`config.mk`:
```
export PLATFORM = sky130hd
export DESIGN_NAME = alu_cmd_driver
export DESIGN_NICKNAME = d
export VERILOG_FILES = /design/src/rtl/alu_pkg.sv /design/src/rtl/alu_cmd_driver.sv
export SDC_FILE = /design/constraint.sdc
export NUM_CORES = 1
export LEC_CHECK = 0
export BUFFER_PORTS_ARGS = -buffer_cell sky130_fd_sc_hd__buf_2
export CORE_UTILIZATION = 47
export DETAILED_ROUTE_END_ITERATION = 10
export GPL_TIMING_DRIVEN = 0
export PLACE_DENSITY = 0.82
export SETUP_SLACK_MARGIN = 0.02
export SLEW_MARGIN = 20
export SYNTH_ARGS = -nofsm -noshare
export SYNTH_HDL_FRONTEND = slang
export SYNTH_SLANG_ARGS = --single-unit
```
`constraint.sdc`:
```
create_clock -name ck -period 1.9 [get_ports ck]
set_input_delay 0.19 -clock ck [delete_from_list [all_inputs] [get_ports ck]]
set_output_delay 0.19 -clock ck [all_outputs]
set_load 0.005 [all_outputs]
```
`src/rtl/alu_pkg.sv`:
```
`timescale 1ns/1ps
`default_nettype none
// ============================================================================
//  Module      : alu_pkg
//  Description : Shared definitions for the accumulator-ALU command driver.
//                Opcode encodings (ALU CTR), the ALU pipeline latency, the
//                opcode legality check and the driver FSM state encoding.
//  Revision    : 1.0  initial release
// ============================================================================
package alu_pkg;

  localparam int OP_W        = 4;
  localparam int ALU_LATENCY = 2;  // accumulator register + output register

  localparam logic [OP_W-1:0] OP_ADD = 4'b0000;
  localparam logic [OP_W-1:0] OP_SUB = 4'b0001;
  localparam logic [OP_W-1:0] OP_AND = 4'b1000;
  localparam logic [OP_W-1:0] OP_OR  = 4'b1001;
  localparam logic [OP_W-1:0] OP_XOR = 4'b1010;
  localparam logic [OP_W-1:0] OP_RSV = 4'b1011;  // ALU output undefined
  localparam logic [OP_W-1:0] OP_SHR = 4'b1100;
  localparam logic [OP_W-1:0] OP_SHL = 4'b1101;
  localparam logic [OP_W-1:0] OP_ROR = 4'b1110;
  localparam logic [OP_W-1:0] OP_ROL = 4'b1111;

  typedef enum logic [1:0] {
    ST_IDLE  = 2'd0,
    ST_ISSUE = 2'd1,
    ST_WAIT  = 2'd2,
    ST_RESP  = 2'd3
  } state_t;

  // OP_RSV is rejected because the ALU result is undefined for it; every
  // other unlisted code is rejected because the ALU just returns zero.
  function automatic logic op_is_legal(input logic [OP_W-1:0] op);
    case (op)
      OP_ADD, OP_SUB,
      OP_AND, OP_OR, OP_XOR,
      OP_SHR, OP_SHL, OP_ROR, OP_ROL: return 1'b1;
      default:                        return 1'b0;
    endcase
  endfunction

endpackage
`default_nettype wire

```
`src/rtl/alu_cmd_driver.sv`:
```
`timescale 1ns/1ps
`default_nettype none
// ============================================================================
//  Module      : alu_cmd_driver
//  Description : Command-side master for the 8-bit accumulator ALU. Accepts
//                {a, b, op} commands over valid/ready, holds the ALU inputs
//                stable across the ALU pipeline latency, captures O and
//                returns it over a response valid/ready handshake.
//  Ports       : ck, rst            - clock, synchronous active-high reset
//                cmd_valid/ready    - command handshake
//                cmd_a/b/op         - command operands and opcode
//                alu_a/b/ctr        - registered drive into the ALU
//                alu_o              - ALU result
//                rsp_valid/ready    - response handshake
//                rsp_data/err       - captured result / illegal-opcode flag
//                txn_count          - completed responses, wraps 255->0
//  Revision    : 1.0  initial release
// ============================================================================
module alu_cmd_driver
  import alu_pkg::*;
#(
  parameter int WIDTH   = 8,
  parameter int OPW     = OP_W,
  parameter int LATENCY = ALU_LATENCY
) (
  input  logic             ck,
  input  logic             rst,
  input  logic             cmd_valid,
  output logic             cmd_ready,
  input  logic [WIDTH-1:0] cmd_a,
  input  logic [WIDTH-1:0] cmd_b,
  input  logic [OPW-1:0]   cmd_op,
  output logic [WIDTH-1:0] alu_a,
  output logic [WIDTH-1:0] alu_b,
  output logic [OPW-1:0]   alu_ctr,
  input  logic [WIDTH-1:0] alu_o,
  output logic             rsp_valid,
  input  logic             rsp_ready,
  output logic [WIDTH-1:0] rsp_data,
  output logic             rsp_err,
  output logic [7:0]       txn_count
);

  localparam int              CNT_W    = (LATENCY > 1) ? $clog2(LATENCY) : 1;
  localparam logic [CNT_W-1:0] CNT_LOAD = CNT_W'(LATENCY - 1);

  state_t           state;
  state_t           state_nxt;
  logic [CNT_W-1:0] wait_cnt;
  logic             err_pend;   // legality result of the in-flight command
  logic             accept;
  logic             rsp_fire;
  logic             capture;

  // --------------------------------------------------------------------------
  // Next-state and handshake decode
  // --------------------------------------------------------------------------
  always_comb begin
    state_nxt = state;
    cmd_ready = 1'b0;
    capture   = 1'b0;
    case (state)
      ST_IDLE: begin
        cmd_ready = 1'b1;
        if (cmd_valid) state_nxt = ST_ISSUE;
      end
      ST_ISSUE: begin
        state_nxt = ST_WAIT;
      end
      ST_WAIT: begin
        if (wait_cnt == '0) begin
          capture   = 1'b1;
          state_nxt = ST_RESP;
        end
      end
      ST_RESP: begin
        // Accepting a new command is only possible while the current response
        // is being consumed, so both handshakes can share one edge.
        cmd_ready = rsp_ready;
        if (rsp_ready) state_nxt = cmd_valid ? ST_ISSUE : ST_IDLE;
      end
      default: begin
        state_nxt = ST_IDLE;
      end
    endcase
    // Reset wins over any handshake in the same cycle.
    if (rst) cmd_ready = 1'b0;
  end

  assign accept   = cmd_valid & cmd_ready;
  assign rsp_fire = rsp_valid & rsp_ready;

  // --------------------------------------------------------------------------
  // State register
  // --------------------------------------------------------------------------
  always_ff @(posedge ck) begin
    if (rst) state <= ST_IDLE;
    else     state <= state_nxt;
  end

  // --------------------------------------------------------------------------
  // Datapath: ALU drive, latency counter, response capture, transaction count
  // --------------------------------------------------------------------------
  always_ff @(posedge ck) begin
    if (rst) begin
      alu_a     <= '0;
      alu_b     <= '0;
      alu_ctr   <= '0;
      err_pend  <= 1'b0;
      wait_cnt  <= '0;
      rsp_valid <= 1'b0;
      rsp_data  <= '0;
      rsp_err   <= 1'b0;
      txn_count <= 8'd0;
    end else begin
      // The ALU recomputes every cycle, so its inputs only move on accept.
      if (accept) begin
        alu_a    <= cmd_a;
        alu_b    <= cmd_b;
        alu_ctr  <= cmd_op;
        err_pend <= ~op_is_legal(cmd_op);
      end

      if (state == ST_ISSUE) begin
        wait_cnt <= CNT_LOAD;
      end else if ((state == ST_WAIT) && (wait_cnt != '0)) begin
        wait_cnt <= wait_cnt - 1'b1;
      end

      // Illegal opcodes return zero so an undefined ALU output never leaks.
      if (capture) begin
        rsp_valid <= 1'b1;
        rsp_data  <= err_pend ? '0 : alu_o;
        rsp_err   <= err_pend;
      end else if (rsp_fire) begin
        rsp_valid <= 1'b0;
      end

      if (rsp_fire) txn_count <= txn_count + 8'd1;
    end
  end

endmodule
`default_nettype wire

```
# Word level (Yosys, flattened, before mapping)
# Memory sizes are Yosys's and may differ from the RTL's.
# Index checks and enable logic that the tools add are counted.
# word_totals
word_cells,43
n_memories,1
in_bits,32
reg_bits,42
out_inout_bits,39
rom_bits,16
# classes
muxes,16
bitwise_logic,3
eq_ne,6
n_addsub,2
n_reduce_logical,5
# memory_table
memory,depth,word_bits,rd,rd_ports_with_merged_regs,wr,line_no,rtl
(name not given),16,1,1,0,0,alu_pkg.sv:36,case (op)
# ops
operator,count
$mux W1,10
$add A8 B1 Y8 const B,1
$mux W8,1
$pmux W2 S4,1
$mux W2,3
$ne A2 B2 Y1 const B,3
$eq A2 B2 Y1 const B,2
$reduce_bool A2 Y1,2
$reduce_and A3 Y1,1
$and A1 B1 Y1,2
$eq A2 B1 Y1 const B,1
$logic_not A2 Y1,1
$pmux W1 S2,1
$logic_and A1 B1 Y1,1
$not A1 Y1,1
$sub A1 B1 Y1 const B,1

# Longest topological paths before layout
# logic_depth
ltp_word,7
ltp_mapped,6
mapped_depth_nobuf,5

# Worst setup path before layout
# No wires, ideal clock.
# synth_path
path_kind,register -> register
start,reg state[0]
end,reg alu_a[0]
required_ns,1.784
path_stages_with_launch,7
n_path_buf,1
slack_ns,0.233
setup_time_ns,0.116
arrival_time_ns,1.551
period_less_slack_ns,1.667
cell_sequence,dfxtp_1 inv_1 ha_1 nor3b_1 nand2_1 buf_2 a31o_2
# synth_via
elab_chain_len,4
word_cells_on_any_way,5
cone_classes,1 x eq/ne; 2 x mux; 1 x bitwise; 1 x reduce/logical
# synth_lines
item,line_no,rtl
start: declaration,alu_cmd_driver.sv:47,state_t state;
start signal: assignment,alu_cmd_driver.sv:98,else state <= state_nxt;
$eq A2 B2 Y1 / $logic_not A2 Y1 (equally long branches),alu_cmd_driver.sv:62,case (state)
$pmux W1 S2 *,alu_cmd_driver.sv:62,
$mux W1 *,alu_cmd_driver.sv:87,if (rst) cmd_ready = 1'b0;
$and A1 B1 Y1 *,alu_cmd_driver.sv:90,assign accept = cmd_valid & cmd_ready;
end signal: assignment,alu_cmd_driver.sv:118,alu_a <= cmd_a;
end: declaration,alu_cmd_driver.sv:33,"output logic [WIDTH-1:0] alu_a,"
# Every way passes the cells marked *; elsewhere a longest branch is shown, timed or not.
# A chain may end at the register's enable or synchronous reset.

# Worst setup path after layout
# layout_path
start,reg state[0]
end,reg alu_b[7]
# layout_via
elab_chain_len,4
word_cells_on_any_way,5
cone_classes,1 x eq/ne; 2 x mux; 1 x bitwise; 1 x reduce/logical
# layout_lines
item,line_no,rtl
$eq A2 B2 Y1 / $logic_not A2 Y1 (equally long branches),alu_cmd_driver.sv:62,
$pmux W1 S2 *,alu_cmd_driver.sv:62,
$mux W1 *,alu_cmd_driver.sv:87,
$and A1 B1 Y1 *,alu_cmd_driver.sv:90,
end signal: assignment,alu_cmd_driver.sv:119,alu_b <= cmd_b;
end: declaration,alu_cmd_driver.sv:34,"output logic [WIDTH-1:0] alu_b,"
# Marked as above.

==> metrics.yaml <==
max-cap-violations: 0
yosys.area.top_type: "dfxtp_1"
grt-ovfl-total: 0
worstMarginPinSlew_ns: 0.4478
grt_usage: 0.2022
grt_pass1_vias: 1484
fin_area_mm2: 0.002248
yosysWarnings: 0
synth_xor_area_frac: 0.01001
first_iter_violations: 75
fin_crit_ns: 1.746
synth-seq-area-share: 0.4803
ys_ff_latch: 42
diodes: 0
clk_pin_slew_worst_paths_ns: 0.07
drc: 0
antenna_found_initial: 0
synthCells: 187
slew_viol_final: 0
p_per_area_mw_per_mm2: 1191
antenna_left: 0
endpoint_kind: "register"
setup_viol: 0
place.gp.congestion: 0.7915
worstSetupPathType: "reg2reg"
post_cts_buffers: 0
portBuffers: 70
finalHoldViolations: 0
cts_buffer_depth: 2
synth_area_leaders: "dfxtp_1, a31o_2, and3_1"
maxSlewHeadroom: 0.7015
p_total_mw: 2.679
die_height_um: 63.03
p_leak_nw: 1.095
synth_mux_area_frac: 0
maxUsedRoutingLayer: "met4"
ys_types: 30
crit_required_ns: 2.08
syn-num-nets: 225
cts-root-buf: "clkbuf_8"
drtPass1Iterations: 4
placedCellCount: 303
grt_max_degree: 12
crit_fanout: 10
dieWidth_um: 63.03
worstPathCellList: "inv_1 -> ha_1 -> nor3b_2 -> nand2_1 -> buf_2 -> a31o_2"
dr_wl_met3_um: 275
cts_tree: "yes"
avgSynthCellArea_um2: 9.361
fin_nets: 302
cts_inserted_buffers: 5
crit_arrival_ns: 1.92
critical-path-top-delay-family: "adder cells"
slowest_stage: "ha_1"
synth_area_mm2: 0.001750
hold_path_class: "in2reg"
layout_commonest_cell: "buf_2"
synth_top_family_by_area: "simple AND/OR/NAND/NOR gates"
final.setup_skew_ns: 0.005028
rsz0062_at_grt: "false"
dieArea_mm2: 0.003972
status: "finished, final reports clean"
rows: 21
num_io_pins: 71
dpl_cell_area_mm2: 0.002158
stdcell_count: 309
core_area_mm2: 0.003442
clk-insertion-delay-late_ns: 0.28
peakVddDrop_mv: 0.7756
detail_route.wirelength.met1_um: 1732
syn_to_final_growth_pct: 28.45
htree_levels: 2
layout_common_cells: "buf_2, dfxtp_1, and3_1, a31o_2, a21oi_1"
grt_pass1_wl_um: 6423
synth-compound-area-share: 0.2066
wl_met2_um: 1776
postLayoutCoreUtil: 0.6532
via_per_inst: 5.307
start_util: 0.5085
clock-sinks: 42
timing.final.crit_share: 0.9191
vias: 1640
dp_hpwl_um: 2790
setup_tns_ns: 0
drive_gt1_frac: 0.3916
crit_buf_inv: 2
fmax_ghz: 0.5726
synth-adder-area-share: 0.04289
cpPeakStageDelay_ns: 0.37
synth_top_area_frac: 0.4803
synth-simple-area-share: 0.2180
drt-total-wl_um: 3824
avgRoutedWirePerCell_um: 12.38
start_kind: "register"
==> worst register-to-register path, stage by stage, from the launching register on <==
cell	delay [ns]
dfxtp_1	0.36
inv_1	0.11
ha_1	0.37
nor3b_2	0.23
nand2_1	0.11
buf_2	0.20
a31o_2	0.26
==> layout make-up <==
type | instances | area, um2
fill | 319 | 1194
inverter | 7 | 26.28
sequential | 42 | 842.1
clock buffer | 6 | 82.58
tap | 46 | 57.56
multi-input combinational | 126 | 840.8
timing repair buffer | 70 | 350.3
buffer | 12 | 48.80
==> through the flow <==
| step | hold WS, ns | worst slack, ns |
|---|---|---|
| final | 0.1669 | 0.1536 |
| after global routing | 0.1730 | 0.04145 |
| after CTS | 0.1572 | 0.02609 |
| after detailed placement | 0.4454 | 0.04094 |
| after global placement | 0.4371 | 0.06376 |
| after floorplan | 0.2687 | 0.2332 |
==> cell usage after synthesis <==
master	count
dfxtp_1	42
a31o_2	21
and3_1	21
a21oi_1	19
nand2_1	15
clkbuf_1	10
nand3b_1	8
inv_1	7
ha_1	6
nand2b_1	5
o21ai_0	5
or3_1	4
nand3_1	3
nor2_1	3
buf_2	2
nand4_1	2
a211oi_1	1
a21o_1	1
a221oi_1	1
nand4_2	1
nor2b_1	1
nor3_1	1
nor3b_1	1
o2111ai_1	1
o2bb2ai_1	1
o311ai_0	1
o31ai_1	1
or4_1	1
xnor2_1	1
xor2_1	1
==> routing by layer <==
layer	global-route usage	vias to the layer above
li1	-	831
met1	0.2421	742
met2	0.3401	61
met3	0.06569	6
met4	0.06105	0
met5	0	-
==> power breakdown <==
| part | leakage (nW) | switching, mW | internal (mW) |
|---|---|---|---|
| Sequential | 0.342 | 0.121 | 1.08 |
| Clock | 0.0431 | 0.276 | 0.280 |
| Combinational | 0.709 | 0.477 | 0.445 |
| Total | 1.09 | 0.874 | 1.80 |
==> sequential cells by signal (all words and copies together), names as in the netlist <==
register	flops
alu_a	8
err_pend	1
wait_cnt	1
alu_b	8
alu_ctr	4
state	2
rsp_err	1
rsp_data	8
txn_count	8
rsp_valid	1
==> cell families after synthesis <==
kind of cell,Yosys count
XOR/XNOR,2
AO/OA/AOI/OAI,52
adder cells (fa/ha/maj),6
buffers and inverters,19
AND/OR/NAND/NOR,66
flip-flops,42
==> final timing paths <==
check | startpoint | depth (start not counted) | slack [ns] | endpoint
setup / recovery | state[0]$_SDFFE_PP0P_ | 6 | 0.15 | alu_b[7]$_SDFFE_PP0P_
setup reg to reg | state[0]$_SDFFE_PP0P_ | 6 | 0.15 | alu_b[7]$_SDFFE_PP0P_
hold reg to reg | rsp_data[4]$_SDFFE_PP0P_ | 2 | 0.45 | rsp_data[4]$_SDFFE_PP0P_
hold / removal | rst | 2 | 0.17 | state[0]$_SDFFE_PP0P_
==> what timing repair did <==
action	in CTS	in global routing
hold buffers	0	0
setup endpoints to repair	0	21
gates resized for setup	0	4
Note: power is estimated with default switching activity, not from simulation.
